## src/rtl/mem_stage_ctrl.sv

```systemverilog
// mem_stage_ctrl
// Memory-stage consumer of the EX/MEM handshake. The block takes one entry
// while execute holds it occupied and pulses o_ex_flush for one cycle to free
// the execute register. It then runs the load or store on the data-memory
// request/valid interface. Finally it presents the MEM/WB entry and holds it
// until writeback acknowledges it.
//
// Ports
//   clk, rst                  clock, asynchronous active-low reset
//   i_ex_*                    EX/MEM entry (ready level, result/address,
//                             store data, load/store flags, rd)
//   o_ex_flush                one-cycle release of the EX/MEM register
//   o_dmem_addr/wdata/re/we   data-memory request, held until valid/timeout
//   i_dmem_rdata/valid        data-memory completion
//   o_wb_valid/rd/data        MEM/WB entry, held until i_wb_ack
//   o_mem_err                 sticky error (timeout, read+write, misalign)
//   o_busy                    high whenever the FSM is not idle
//
// Optional build macro: MEM_ALIGN_CHECK_EN. When it is defined, a load or
// store whose address has result[1:0] != 0 is dropped in DISPATCH and flagged
// as an error.
module mem_stage_ctrl #(
  parameter int ADDR_W      = 32,
  parameter int MEM_TIMEOUT = 15
) (
  input  logic              clk,
  input  logic              rst,
  input  logic              i_ex_ready,
  input  logic [31:0]       i_ex_result,
  input  logic [31:0]       i_ex_store_data,
  input  logic              i_ex_mem_read,
  input  logic              i_ex_mem_write,
  input  logic [4:0]        i_ex_rd,
  output logic              o_ex_flush,
  output logic [ADDR_W-1:0] o_dmem_addr,
  output logic [31:0]       o_dmem_wdata,
  output logic              o_dmem_re,
  output logic              o_dmem_we,
  input  logic [31:0]       i_dmem_rdata,
  input  logic              i_dmem_valid,
  output logic              o_wb_valid,
  output logic [4:0]        o_wb_rd,
  output logic [31:0]       o_wb_data,
  input  logic              i_wb_ack,
  output logic              o_mem_err,
  output logic              o_busy
);

  typedef enum logic [1:0] {
    IDLE     = 2'd0,
    DISPATCH = 2'd1,
    MEM_REQ  = 2'd2,
    WB_HOLD  = 2'd3
  } state_t;

  // The request has waited its full budget once the counter shows
  // MEM_TIMEOUT-1. The cycle that shows this value is the last one with the
  // request still high.
  localparam logic [7:0] TO_LAST = 8'(MEM_TIMEOUT - 1);

  state_t      state, state_n;
  logic        r_armed;
  logic [7:0]  r_cnt;
  logic        r_err;

  logic [31:0] ent_result_p0;
  logic [31:0] ent_sdata_p0;
  logic        ent_read_p0;
  logic        ent_write_p0;
  logic [4:0]  ent_rd_p0;
  logic [31:0] wb_data_p1;

  logic        capture;
  logic        wb_load_alu;
  logic        wb_load_mem;
  logic        err_set;
  logic        misalign;

`ifdef MEM_ALIGN_CHECK_EN
  assign misalign = (ent_read_p0 | ent_write_p0) && (ent_result_p0[1:0] != 2'b00);
`else
  assign misalign = 1'b0;
`endif

  // State register
  always_ff @(posedge clk or negedge rst) begin
    if (!rst) state <= IDLE;
    else      state <= state_n;
  end

  // Next-state logic
  always_comb begin
    state_n     = state;
    capture     = 1'b0;
    wb_load_alu = 1'b0;
    wb_load_mem = 1'b0;
    err_set     = 1'b0;
    case (state)
      IDLE: begin
        if (i_ex_ready && r_armed) begin
          capture = 1'b1;
          state_n = DISPATCH;
        end
      end
      DISPATCH: begin
        if (misalign) begin
          err_set = 1'b1;
          state_n = IDLE;
        end else if (ent_write_p0) begin
          // A store that also claims to be a load is treated as a store and
          // is flagged as an error.
          err_set = ent_read_p0;
          state_n = MEM_REQ;
        end else if (ent_read_p0) begin
          state_n = MEM_REQ;
        end else begin
          wb_load_alu = 1'b1;
          state_n     = (ent_rd_p0 != 5'd0) ? WB_HOLD : IDLE;
        end
      end
      MEM_REQ: begin
        // Completion has priority over a timeout in the same cycle.
        if (i_dmem_valid) begin
          if (!ent_write_p0 && (ent_rd_p0 != 5'd0)) begin
            wb_load_mem = 1'b1;
            state_n     = WB_HOLD;
          end else begin
            state_n = IDLE;
          end
        end else if (r_cnt == TO_LAST) begin
          err_set = 1'b1;
          state_n = IDLE;
        end
      end
      WB_HOLD: begin
        if (i_wb_ack) state_n = IDLE;
      end
      default: state_n = IDLE;
    endcase
  end

  // Output decode
  always_comb begin
    o_ex_flush = (state == DISPATCH);
    o_busy     = (state != IDLE);
    o_wb_valid = (state == WB_HOLD);
    o_dmem_we  = (state == MEM_REQ) && ent_write_p0;
    o_dmem_re  = (state == MEM_REQ) && ent_read_p0 && !ent_write_p0;
  end

  // Control: re-arm flag, wait counter, sticky error
  always_ff @(posedge clk or negedge rst) begin
    if (!rst) begin
      r_armed <= 1'b1;
      r_cnt   <= 8'd0;
      r_err   <= 1'b0;
    end else begin
      // Re-arm only after execute has dropped its occupied level. This keeps
      // the block from taking the same entry a second time after the flush.
      if (!i_ex_ready)  r_armed <= 1'b1;
      else if (capture) r_armed <= 1'b0;
      r_cnt <= (state == MEM_REQ) ? r_cnt + 8'd1 : 8'd0;
      if (err_set) r_err <= 1'b1;
    end
  end

  // Stage p0: captured EX/MEM entry
  // These registers drive output ports directly, so they are cleared on reset
  // to keep every output at zero.
  always_ff @(posedge clk or negedge rst) begin
    if (!rst) begin
      ent_result_p0 <= '0;
      ent_sdata_p0  <= '0;
      ent_read_p0   <= 1'b0;
      ent_write_p0  <= 1'b0;
      ent_rd_p0     <= '0;
    end else if (capture) begin
      ent_result_p0 <= i_ex_result;
      ent_sdata_p0  <= i_ex_store_data;
      ent_read_p0   <= i_ex_mem_read;
      ent_write_p0  <= i_ex_mem_write;
      ent_rd_p0     <= i_ex_rd;
    end
  end

  // Stage p1: MEM/WB data
  always_ff @(posedge clk or negedge rst) begin
    if (!rst)             wb_data_p1 <= '0;
    else if (wb_load_alu) wb_data_p1 <= ent_result_p0;
    else if (wb_load_mem) wb_data_p1 <= i_dmem_rdata;
  end

  assign o_dmem_addr  = ent_result_p0[ADDR_W-1:0];
  assign o_dmem_wdata = ent_sdata_p0;
  assign o_wb_rd      = ent_rd_p0;
  assign o_wb_data    = wb_data_p1;
  assign o_mem_err    = r_err;

endmodule
```

## config.mk

```make
export PLATFORM = sky130hd
export DESIGN_NAME = mem_stage_ctrl
export DESIGN_NICKNAME = d
export VERILOG_FILES = /design/src/rtl/mem_stage_ctrl.sv
export SDC_FILE = /design/constraint.sdc
export NUM_CORES = 1
export LEC_CHECK = 0
export ABC_AREA = 1
export BUFFER_PORTS_ARGS = -buffer_cell sky130_fd_sc_hd__buf_2
export CORE_ASPECT_RATIO = 0.8
export CORE_MARGIN = 2
export CORE_UTILIZATION = 44
export CTS_CLUSTER_DIAMETER = 120
export DETAILED_ROUTE_END_ITERATION = 8
export GPL_ROUTABILITY_DRIVEN = 0
export PLACE_DENSITY = 0.74
export SYNTH_ARGS = -nofsm -noshare
export SYNTH_HDL_FRONTEND = slang
export SYNTH_SLANG_ARGS = --single-unit
```

## constraint.sdc

```tcl
create_clock -name clk -period 1.4 [get_ports clk]
set_input_delay 0.14 -clock clk [delete_from_list [all_inputs] [get_ports clk]]
set_output_delay 0.14 -clock clk [all_outputs]
set_load 0.05 [all_outputs]
```

=== After elaboration in Yosys (flattened, before gate mapping) ===
Cells that the tools add are included.
W data, S select, Z words.

* Input port bits: 108
* Register bits: 115
* Word-level logic and storage cells: 56
* Output and inout bits: 107

* Mux-type cells: 26
* Reductions and logical operators: 11
* Equal/unequal tests: 8
* $add $sub $neg: 1

{| class="wikitable"
|+ Operator list
! cell !! number
|-
| $mux W32 || 2
|-
| $mux W2 || 8
|-
| $mux W1 || 13
|-
| $add A8 B1 Y8 const B || 1
|-
| $eq A8 B4 Y1 const B || 1
|-
| $mux W8 || 1
|-
| $pmux W2 S4 || 1
|-
| $logic_and A1 B1 Y1 || 5
|-
| $reduce_bool A5 Y1 || 1
|-
| $eq A2 B2 Y1 const B || 2
|-
| $ne A2 B1 Y1 const B || 2
|-
| $reduce_bool A2 Y1 || 2
|-
| $ne A3 B3 Y1 const B || 1
|-
| $reduce_and A3 Y1 || 1
|-
| $eq A2 B1 Y1 const B || 1
|-
| $logic_not A2 Y1 || 1
|-
| $ne A2 B2 Y1 const B || 1
|-
| $pmux W1 S2 || 1
|-
| $logic_not A1 Y1 || 1
|}

=== Longest topological paths before layout ===
* Depth after elaboration: 7
* Depth in mapped cells: 10
* Gate-level depth less buffers: 8

=== Least setup slack after synthesis ===
OpenSTA, ideal clock, no wires.

* Kind: flip-flop to flip-flop
* From: register state[1]
* To: register wb_data_p1[12], in the netlist o_wb_data[12]
* Path buffers: 1
* Data required time: 1.282 ns
* Arrival: 1.592 ns
* Setup time: 0.118 ns
* Period minus slack after synthesis: 1.711 ns
* Stages on the path, launching flop included: 9
* Path slack: -0.311 ns
* Cell sequence: dfrtp_1 > inv_1 > ha_1 > nand2_4 > buf_2 > nand2_1 > nand2_1 > nand2_1 > nand2_1

* Cells in the longest elaborated chain, start to end: 3
* Elaborated cells on any way between the ends: 6
* Those cells by class: eq/ne (2); mux (3); reduce/logical (1)

{| class="wikitable"
|+ Ends and longest elaborated chain
! element !! line !! source
|-
| start: declaration || 61 || <nowiki>state_t state, state_n;</nowiki>
|-
| start signal: assignment || 88 || <nowiki>else state <= state_n;</nowiki>
|-
| $eq A2 B1 Y1 * || - ||
|-
| net o_ex_flush || 34 || <nowiki>output logic o_ex_flush,</nowiki>
|-
| $mux W1 * || 98 || <nowiki>case (state)</nowiki>
|-
| $mux W32 or $reduce_bool A2 Y1 (tied branches) || - ||
|-
| end signal: assignment || 189 || <nowiki>else if (wb_load_alu) wb_data_p1 <= ent_result_p0;</nowiki>
|-
| end signal: assignment || 190 || <nowiki>else if (wb_load_mem) wb_data_p1 <= i_dmem_rdata;</nowiki>
|-
| end: declaration || 71 || <nowiki>logic [31:0] wb_data_p1;</nowiki>
|}

The timed path passes the listed nets; every way through them passes the cells marked *.
A chain may end at the register's enable or synchronous reset.

=== Worst setup path in the final report ===
* From: register state[0]
* To: register ent_result_p0[4], in the netlist o_dmem_addr[4]

* Cells in the longest elaborated chain, start to end: 2

{| class="wikitable"
|+ Ends and longest elaborated chain
! element !! line !! source
|-
| $logic_not A2 Y1 || 98 ||
|-
| $mux W1 || 98 ||
|-
| end signal: assignment || 178 || <nowiki>ent_result_p0 <= i_ex_result;</nowiki>
|-
| end: declaration || 66 || <nowiki>logic [31:0] ent_result_p0;</nowiki>
|}

No other way between the ends.

==> out/qor.txt <==
outcome = finished, violations left
failing checks = negative setup slack
post-route ant nets = 0
peak supply drop = 2.047 mV
Post-Synthesis Cells = 496
max_cap viols = 0
reg2reg setup slack = -210 ps
Yosys top cell by area = dfrtp_1
reg-to-reg critical path startpoint = state[0]
reg-to-reg endpoint = o_dmem_addr[4]
gr ovfl total = 0
setup ws final = -205.5 ps
Worst setup EP type = register
Max Transition Viols Final = 0
vias per inst = 4.933
Layout area overhead = 58.58%
Clock Skews = 9.382 ps
Tmin final = 1606 ps
Max clock buf depth = 2
die area = 12920 µm²
vias in the first global route = 4955
share of cells above drive strength 1 = 46.12%
Netlist cell types = 27
Reg clk slew, reported paths = 60 ps
XOR/XNOR Fraction of Synth Area = 0.3312%
nets = 927
H-Tree Depth = 4
hold endpoint = o_wb_data[23]
leakage = 0.004472 µW
PwrDens = 2701 nW/µm²
worst slew pin tran = 323.3 ps
# DRC = 0
Synth Warn # = 0
first-pass GRT wire length = 24.10 mm
Pre-antenna DRT Iters = 5
Syn Area/Cell = 10.66 µm²
layout filler cell count = 795
hold path startpoint = i_dmem_rdata[23]
largest net degree at the start of global routing = 62
CTS root buf = clkbuf_16
commonest non-fill, non-tap cell in the layout = buf_2
CP arrival = 1880 ps
Compound-Gate Fraction of Synth Area = 1.419%
Final Util = 72.27%
largest cells by area after synthesis = dfrtp_1, mux2_4, nand2_1
Final Hold Violating Endpoints = 0
Post-Layout Cell Count = 973
worst path required time = 1670 ps
Sequential Area = 2879 µm²
Post-Synth Adder-Cell Area = 1.656%
area of the multi-input gates = 2341 µm²
DRT iter0 DRCs = 211
count of final setup violators = 111
area share of the largest cell type after synthesis = 53.94%
largest family of logic cells by synthesized area = simple AND/OR/NAND/NOR gates
Seq/Total Area, Yosys = 54.44%
Worst Path Class, Setup = register to register
CTS tree = done
Ports = 215
Die Span Y = 102.1 µm
Peak Freq = 0.6228 GHz
Synth Register Bits = 115
post-route clock period utilization = 114.7%
DP HPWL = 9.432 mm
Setup TNS = -15720 ps
port buffer count = 214
Startpoint Class = register
CTS Sinks = 115
Initial Utilization = 45.57%
Worst Path Max Fanout = 43
GRT Util Overall = 23.84%
total length of routed wires = 15.52 mm
initial antenna violation count = 1
worst hold path type = input port to register
relative slew slack = 78.45%
TritonCTS Buffers = 17
commonest cells after routing, fill and taps aside = buf_2, nand2_1, dfrtp_1
syn nets = 611
later-pin clock latency in the skew report = 400 ps
Placed Cells = 856
worst r2r path cells = 5
Core Region = 11600 µm²
wire length per cell = 15.95 µm
routed vias = 4800
Synth Area in Simple Gates = 19.07%
die width = 126.6 µm
Hold Path Depth = 5
FP Rows = 35
mux contribution to synthesized area = 18.03%
Post-Synthesis Cell Area = 5289 µm²
unrepaired setup endpoints after global routing = yes
metal layers:
layer,track usage [%],up-vias,share of wire (%)
met5,0,-,0
met4,9.214,0,1.9
met3,6.440,30,6.2
met2,41.75,197,52
met1,28.44,2338,40
li1,-,2235,-
synth_stat cells:
cell type and count:
nand2_2 1, nand2_1 178, mux2_2 10, xor2_1 1, nand4_1 2, nor2_1 21, a21oi_1 6, xnor2_1 1
inv_1 18, o21ai_0 4, o31ai_1 1, nor2_2 2, mux2_1 8, o21ai_1 2, buf_4 2, nand3_1 39
dfrtp_1 114, nor3_1 1, o21bai_1 1, nand2_4 2, buf_2 11, buf_6 11, inv_4 1, ha_1 7
mux2_4 50, dfstp_2 1, nor3b_1 1
sequential cells by signal (all words and copies together) (netlist names):
signal        count
o_dmem_addr      32
o_dmem_wdata     32
o_wb_data        32
r_cnt             8
o_wb_rd           5
state             2
ent_read_p0       1
ent_write_p0      1
o_mem_err         1
r_armed           1
power breakdown:
group / switching (µW) / total, µW / internal (µW) / leakage (µW)
sequential: 1100 / 6020 / 4920 / 0.00138
clock: 1490 / 4170 / 2690 / 0.000278
combinational: 8390 / 12500 / 4060 / 0.00282
layout make-up:
class / count / share of cell area (%)
tap: 148 / 2.208
timing repair buffer: 321 / 27.81
sequential: 115 / 34.33
antenna: 1 / 0.02984
clock buffer: 21 / 5.490
multi-input combinational: 338 / 27.91
inverter: 19 / 0.9250
clock inverter: 10 / 1.298
through the flow:
step / worst slack [ps] / total power (µW) / instance area (µm²) / hold WS [ps]
after detailed placement: -131.7 / 17580 / 6651 / -22.47
after global routing: -242.2 / 23720 / 8387 / 28.26
final: -205.5 / 22650 / 8387 / 31.09
after CTS: -198.1 / 22350 / 8194 / 17.72
after floorplan: -86.41 / 14720 / 5315 / -155.6
after global placement: -54.22 / 17280 / 6651 / -26.84
worst max-delay path, stage by stage (launching register included):
cell	delay, ps
dfrtp_1	390
inv_2	80
ha_2	220
nand3_4	110
buf_16	260
mux2_2	380
logic make-up after synthesis:
logic type      count (synthesis)
simple gates                  247
xor+xnor                        2
buf+inv                        43
flops                         115
fa+ha+maj                       7
compound gates                 14
mux                            68
worst max path at each step:
stage | to | cells past startpoint | slack, ps | start
2_1_floorplan | o_wb_data[12] | 8 | -90 | state[1]
4_1_cts | o_dmem_re | 6 | -200 | state[0]
3_3_place_gp | o_dmem_addr[4] | 5 | -50 | state[0]
5_1_grt | o_dmem_re | 6 | -240 | state[0]
6_report | o_dmem_addr[4] | 5 | -210 | state[0]
3_5_place_dp | o_dmem_addr[4] | 5 | -130 | state[0]
repair_timing:
| action | 4_1_cts | 5_1_grt |
|---|---|---|
| pin swaps | 6 | 9 |
| hold endpoints to repair | 186 | 0 |
| buffers inserted | 7 | 4 |
| gates resized for setup | 38 | 37 |
| hold buffers | 73 | 0 |
| setup endpoints to repair | 107 | 113 |
| cloned | 2 | 0 |
Power figures use the tool's default switching activity.
